### src/rtl/fetch_queue_if.sv
// Fetch queue bundle: core redirect, instruction-memory request/response and
// the decoded-instruction handshake towards the core.
interface fetch_queue_if;
   logic        redirect;
   logic [31:0] redirect_addr;
   logic        imem_req_valid;
   logic [31:0] imem_req_addr;
   logic        imem_req_ready;
   logic        imem_resp_valid;
   logic [31:0] imem_resp_data;
   logic        inst_valid;
   logic        inst_ready;
   logic [31:0] inst_data;
   logic [31:0] inst_pc;
   logic [31:0] inst_pc4;

   modport master (
      input  redirect, redirect_addr, imem_req_ready, imem_resp_valid,
             imem_resp_data, inst_ready,
      output imem_req_valid, imem_req_addr, inst_valid, inst_data,
             inst_pc, inst_pc4
   );

   modport slave (
      output redirect, redirect_addr, imem_req_ready, imem_resp_valid,
             imem_resp_data, inst_ready,
      input  imem_req_valid, imem_req_addr, inst_valid, inst_data,
             inst_pc, inst_pc4
   );
endinterface

### src/rtl/fetch_queue.sv
// Sequential instruction fetch with one outstanding memory request and a
// DEPTH-entry {instruction, pc} queue. Optional counters: FETCH_QUEUE_PERF_EN.
module fetch_queue #(
   parameter int unsigned DEPTH    = 4,
   parameter logic [31:0] RESET_PC = 32'h0000_0000
) (
   input logic           clk,
   input logic           rst,
   fetch_queue_if.master bus
`ifdef FETCH_QUEUE_PERF_EN
   ,
   output logic [15:0]   flush_count,
   output logic [15:0]   stall_count
`endif
);
   localparam int unsigned PTR_W = (DEPTH > 1) ? $clog2(DEPTH) : 1;
   localparam int unsigned CNT_W = PTR_W + 1;
   localparam logic [CNT_W-1:0] FULL = CNT_W'(DEPTH);

   typedef enum logic [1:0] {IDLE, REQ, WAIT, DROP} state_t;

   state_t            state_q, state_d;
   logic [31:0]       fetch_pc_q, fetch_pc_d;
   logic [31:0]       req_pc_q, req_pc_d;
   logic [CNT_W-1:0]  count_q, count_d, count_after;
   logic [PTR_W-1:0]  rd_ptr_q, rd_ptr_d, wr_ptr_q, wr_ptr_d;
   logic [31:0]       data_q [DEPTH];
   logic [31:0]       pc_q   [DEPTH];
   logic              accept, resp, push, pop, head_valid;

   assign head_valid = (count_q != '0);

   always_comb begin
      accept      = (state_q == REQ) && bus.imem_req_ready;
      resp        = bus.imem_resp_valid;
      push        = (state_q == WAIT) && resp && !bus.redirect;
      pop         = head_valid && bus.inst_ready && !bus.redirect;
      count_after = count_q + CNT_W'(push) - CNT_W'(pop);
      state_d     = state_q;
      fetch_pc_d  = fetch_pc_q;
      req_pc_d    = req_pc_q;
      count_d     = count_after;
      rd_ptr_d    = pop  ? rd_ptr_q + PTR_W'(1) : rd_ptr_q;
      wr_ptr_d    = push ? wr_ptr_q + PTR_W'(1) : wr_ptr_q;

      case (state_q)
         IDLE: if (count_q < FULL) state_d = REQ;
         REQ: begin
            if (accept) begin
               req_pc_d   = fetch_pc_q;
               fetch_pc_d = fetch_pc_q + 32'd4;
               state_d    = WAIT;
            end
         end
         WAIT: if (resp) state_d = (count_after < FULL) ? REQ : IDLE;
         DROP: if (resp) state_d = REQ;
         default: state_d = IDLE;
      endcase

      // A redirect wins over everything; a request still in flight must be
      // swallowed in DROP so its response never lands in the queue.
      if (bus.redirect) begin
         count_d    = '0;
         rd_ptr_d   = '0;
         wr_ptr_d   = '0;
         fetch_pc_d = {bus.redirect_addr[31:2], 2'b00};
         case (state_q)
            WAIT:    state_d = resp ? REQ : DROP;
            REQ:     state_d = accept ? DROP : REQ;
            DROP:    state_d = resp ? REQ : DROP;
            default: state_d = REQ;
         endcase
      end
   end

   always_ff @(posedge clk or posedge rst) begin
      if (rst) begin
         state_q    <= IDLE;
         fetch_pc_q <= RESET_PC;
         req_pc_q   <= '0;
         count_q    <= '0;
         rd_ptr_q   <= '0;
         wr_ptr_q   <= '0;
      end else begin
         state_q    <= state_d;
         fetch_pc_q <= fetch_pc_d;
         req_pc_q   <= req_pc_d;
         count_q    <= count_d;
         rd_ptr_q   <= rd_ptr_d;
         wr_ptr_q   <= wr_ptr_d;
      end
   end

   always_ff @(posedge clk) begin
      if (push) begin
         data_q[wr_ptr_q] <= bus.imem_resp_data;
         pc_q[wr_ptr_q]   <= req_pc_q;
      end
   end

   assign bus.imem_req_valid = (state_q == REQ);
   assign bus.imem_req_addr  = fetch_pc_q;
   assign bus.inst_valid     = head_valid;
   // Storage is not reset, so the head is zeroed whenever the queue is empty.
   assign bus.inst_data      = head_valid ? data_q[rd_ptr_q] : '0;
   assign bus.inst_pc        = head_valid ? pc_q[rd_ptr_q] : '0;
   assign bus.inst_pc4       = head_valid ? pc_q[rd_ptr_q] + 32'd4 : '0;

`ifdef FETCH_QUEUE_PERF_EN
   logic [15:0] flush_count_q, flush_count_d;
   logic [15:0] stall_count_q, stall_count_d;

   function automatic logic [15:0] sat_inc(input logic [15:0] v, input logic en);
      return (en && (v != 16'hFFFF)) ? v + 16'd1 : v;
   endfunction

   // In DROP the stale response was already charged to the earlier redirect.
   always_comb begin
      flush_count_d = sat_inc(flush_count_q,
                              bus.redirect && (head_valid || (state_q == WAIT) || accept));
      stall_count_d = sat_inc(stall_count_q, bus.inst_ready && !head_valid);
   end

   always_ff @(posedge clk or posedge rst) begin
      if (rst) begin
         flush_count_q <= '0;
         stall_count_q <= '0;
      end else begin
         flush_count_q <= flush_count_d;
         stall_count_q <= stall_count_d;
      end
   end

   assign flush_count = flush_count_q;
   assign stall_count = stall_count_q;
`endif
endmodule

### src/flat_wrapper.sv
// flat-port wrapper written by rule: the top's interface ports become plain ports
module fetch_queue_flat 
#(
   parameter int unsigned DEPTH    = 4,
   parameter logic [31:0] RESET_PC = 32'h0000_0000
)
  (clk, rst, bus_redirect, bus_redirect_addr, bus_imem_req_ready, bus_imem_resp_valid, bus_imem_resp_data, bus_inst_ready, bus_imem_req_valid, bus_imem_req_addr, bus_inst_valid, bus_inst_data, bus_inst_pc, bus_inst_pc4);
  fetch_queue_if bus_i ();
  input logic clk;
  input logic rst;
  input wire logic [$bits(bus_i.redirect)-1:0] bus_redirect;
  input wire logic [$bits(bus_i.redirect_addr)-1:0] bus_redirect_addr;
  input wire logic [$bits(bus_i.imem_req_ready)-1:0] bus_imem_req_ready;
  input wire logic [$bits(bus_i.imem_resp_valid)-1:0] bus_imem_resp_valid;
  input wire logic [$bits(bus_i.imem_resp_data)-1:0] bus_imem_resp_data;
  input wire logic [$bits(bus_i.inst_ready)-1:0] bus_inst_ready;
  output wire logic [$bits(bus_i.imem_req_valid)-1:0] bus_imem_req_valid;
  output wire logic [$bits(bus_i.imem_req_addr)-1:0] bus_imem_req_addr;
  output wire logic [$bits(bus_i.inst_valid)-1:0] bus_inst_valid;
  output wire logic [$bits(bus_i.inst_data)-1:0] bus_inst_data;
  output wire logic [$bits(bus_i.inst_pc)-1:0] bus_inst_pc;
  output wire logic [$bits(bus_i.inst_pc4)-1:0] bus_inst_pc4;
  assign bus_i.redirect = bus_redirect;
  assign bus_i.redirect_addr = bus_redirect_addr;
  assign bus_i.imem_req_ready = bus_imem_req_ready;
  assign bus_i.imem_resp_valid = bus_imem_resp_valid;
  assign bus_i.imem_resp_data = bus_imem_resp_data;
  assign bus_i.inst_ready = bus_inst_ready;
  assign bus_imem_req_valid = bus_i.imem_req_valid;
  assign bus_imem_req_addr = bus_i.imem_req_addr;
  assign bus_inst_valid = bus_i.inst_valid;
  assign bus_inst_data = bus_i.inst_data;
  assign bus_inst_pc = bus_i.inst_pc;
  assign bus_inst_pc4 = bus_i.inst_pc4;
  fetch_queue #(.DEPTH(DEPTH), .RESET_PC(RESET_PC)) u_core (.clk(clk), .rst(rst), .bus(bus_i));
endmodule
### config.mk
export PLATFORM = sky130hd
export DESIGN_NAME = fetch_queue_flat
export DESIGN_NICKNAME = d
export VERILOG_FILES = /design/src/rtl/fetch_queue_if.sv /design/src/rtl/fetch_queue.sv /design/src/flat_wrapper.sv
export SDC_FILE = /design/constraint.sdc
export NUM_CORES = 1
export LEC_CHECK = 0
export CAP_MARGIN = 20
export CORE_MARGIN = 2
export CORE_UTILIZATION = 40
export DETAILED_ROUTE_END_ITERATION = 8
export PLACE_DENSITY = 0.7
export SLEW_MARGIN = 20
export SYNTH_ARGS = -nofsm -noshare
export SYNTH_HDL_FRONTEND = slang
export SYNTH_SLANG_ARGS = --single-unit
### constraint.sdc
create_clock -name clk -period 3.5 [get_ports clk]
set_input_delay 0.525 -clock clk [delete_from_list [all_inputs] [get_ports clk]]
set_output_delay 0.525 -clock clk [all_outputs]
set_load 0.05 [all_outputs]
==> impl_metrics.tcl <==
set metrics [dict create \
    crit_type "reg2out" \
    cts_hold_buffers 0 \
    vias_per_cell 5.03 \
    violations "setup timing" \
    pwr-share-clk 0.259 \
    core_area_um2 33300 \
    critPathLaunchType "register" \
    portBuffers 191 \
    tightest_slew_ns 0.735 \
    dr.first_iter.drc_count 476 \
    fin_tns_setup_ns -0.733 \
    crit_chain "buf_8, mux4_2, nand4_4, or4_4, nor3_4, mux2_4, buf_6" \
    clock-skew-final_ns 0.0247 \
    synth.top_cell.area_share 0.554 \
    netSwitchingPower_mw 4.69 \
    antenna_left 0 \
    setup_viol 12 \
    clk_path_buf_depth 3 \
    layout_commonest_cell "edfxtp_1" \
    p_leak_nw 6.36 \
    cpMaxStageDelayCell "or4_4" \
    synth-seq-cells 317 \
    clkTransAtPathRegs_ns 0.06 \
    start_util 0.404 \
    rsz0062_at_grt "yes" \
    yosysTopAreaCell "edfxtp_1" \
    drive_above_1_share 0.260 \
    async_flop_share 0.218 \
    crit_path_end_kind "primary output" \
    final_area_um2 17400 \
    n_antenna_cell 0 \
    grt_start_max_net_pins 64 \
    ir_drop_mv 0.344 \
    gp_congestion 0.794 \
    grt.total_usage 0.171 \
    vias 7992 \
    combPwrFrac 0.372 \
    final_cell_mix "248 x edfxtp_1, 131 x nand2_1, 102 x clkdlybuf4s50_1" \
    maxCapViolations 0 \
    fmax_mhz 275 \
    cts_buffers 34 \
    p_int_mw 8.17 \
    hold_path.class "in2reg" \
    maxSlewViolCount 0 \
    syn_inst 880 \
    yosysUniqueCellTypes 44 \
    dr.pass1.iters 4 \
    yosys_most_used_dff "edfxtp_1" \
    h-tree-depth 2 \
    worst_ep_required_time_ns 2.97 \
    critical_path_peak_fanout 6 \
    die_w_um 187 \
    grt_pass1_wl_mm 47.0 \
    yosys_warnings 0 \
    cellPowerDensity_nw_per_um2 738 \
    crit_path_max_incr_delay_ns 0.68 \
    worst_slack_ns -0.135 \
    pwr-share-seq 0.369 \
    drt_wl_total_mm 29.6 \
    synth_edf_count 248 \
    final_hold_viol_count 0 \
    period_minus_slack_ns 3.64 \
    swShare 0.365 \
    yosysSeqAreaShare 0.682 \
    layout_worst_path_cycle_share 1.04 \
    globalRouteOverflowTotal 0 \
    power_mw 12.9 \
    synthToLayoutAreaGrowth_pct 29.5 \
    antenna_found_initial 0 \
    cp.arrival_ns 3.11 \
    drc 0 \
    grt_pass1_vias 8297 \
    syn_area_um2 13400 \
    nets 1197 \
    num_rows 67 \
    cts_root_buf "clkbuf_16" \
    postPlaceCellArea_um2 15900 \
    synthTopCellsByArea "edfxtp_1 55%, dfrtp_1 13%, mux4_2 10%" \
    outcome "complete, but fails checks" \
    dieArea_um2 35100 \
    place_hpwl_mm 18.7 \
    cts_sinks 317 \
    avgSynthCellArea_um2 15.3 \
    clk_latency_ns 0.51 \
    die_h_um 187 \
    fin_hold_ws_ns 0.280 \
    cts_tree "yes" \
    max-slew-margin-rel 0.509 \
    pin_count 200 \
    wl_per_cell_um 18.6 \
]
repair_timing:
| action | 4_1_cts | 5_1_grt |
|---|---|---|
| setup buffers | 18 | 2 |
| pin swaps | 11 | 3 |
| gates cloned | 2 | 0 |
| endpoints found under the setup margin | 15 | 17 |
| gates resized for setup | 52 | 16 |
per-layer routing:
metal / wire (um) / track usage
met5: 0 / 0
met3: 1920 / 0.0281
met4: 517 / 0.0424
met1: 13400 / 0.244
met2: 13800 / 0.276
power groups by stage:
stage | registers (mW) | clock network [mW] | logic (mW)
6_report | 4.75 | 3.33 | 4.78
3_5_place_dp | 4.82 | 0 | 4.57
2_1_floorplan | 4.80 | 0 | 2.98
5_1_grt | 4.80 | 3.56 | 5.06
3_3_place_gp | 4.79 | 0 | 4.55
4_1_cts | 4.75 | 3.42 | 4.80
registers in the layout, summed over array words and instances (netlist names):
signal	cells
u_core.bus.imem_req_addr	30
u_core.count_q	3
u_core.data_q	128
u_core.pc_q	120
u_core.rd_ptr_q	2
u_core.req_pc_q	30
u_core.state_q	2
u_core.wr_ptr_q	2
path summary, 6_finish.rpt:
| check | from | to | slack [ns] | depth (start not counted) |
|---|---|---|---|---|
| max | u_core.rd_ptr_q[0]$_DFFE_PP0P_ | bus_inst_pc4[26] | -0.14 | 7 |
| min | bus_redirect | u_core.wr_ptr_q[0]$_DFFE_PP0P_ | 0.28 | 2 |
| max reg2reg | u_core.count_q[1]$_DFF_PP0_ | u_core.state_q[0]$_DFFE_PP0P_ | 1.04 | 13 |
| min reg2reg | u_core.req_pc_q[3]$_DFFE_PP0P_ | u_core.pc_q[3][3]$_DFFE_PP_ | 0.52 | 0 |
| max in group asynchronous | rst | u_core.bus.imem_req_addr[26]$_DFFE_PP0P_ | 2.26 | 3 |
| min in group asynchronous | rst | u_core.bus.imem_req_addr[9]$_DFFE_PP0P_ | 0.45 | 2 |
final cells by class:
type / instances / area [um2]
Clock buffer: 42 / 891
Clock inverter: 17 / 148
Fill cell: 2724 / 15900
Inverter: 15 / 56.3
Multi-Input combinational cell: 508 / 4150
Sequential cell: 317 / 9180
Tap cell: 448 / 561
Timing Repair Buffer: 242 / 2420
critical path, delay by kind of cell (launching register included):
family	cells	cell delay (ns)
buf+inv	2	0.31
flops	1	0.53
mux	2	0.71
simple gates	3	1.03
cell usage after synthesis, drive strengths merged, types with 8 or more instances:
cell type,n
and2,68
buf,23
clkbuf,22
dfrtp,69
edfxtp,248
ha,8
inv,15
mux2,15
mux4,62
nand2,132
nand3,26
nand4,13
nor2,49
nor4,10
o21ai,33
xnor2,22
xor2,25
metrics by stage:
stage	instances	worst slack, ns	utilization
finish	1589	-0.135	0.523
CTS	1587	-0.152	0.521
global route	1589	-0.218	0.523
detailed placement	1508	0.106	0.479
floorplan	885	0.0455	-
global placement	1508	0.105	0.479
cells by family (layout without fill, tap and decap cells):
| group | Yosys count | in the layout | share of synthesized area |
|---|---|---|---|
| and+or+nand+nor | 329 | 329 | 0.123 |
| muxes | 79 | 79 | 0.118 |
| adders and majority gates | 9 | 9 | 0.00894 |
| AOI/OAI and AO/OA | 38 | 38 | 0.0148 |
| buffers and inverters | 60 | 316 | 0.0219 |
| xor gates and xnor gates | 47 | 47 | 0.0306 |
| DFF | 317 | 317 | 0.682 |
| other | 1 | 6 | 0.000279 |
Note: power is estimated with default switching activity, not from simulation.
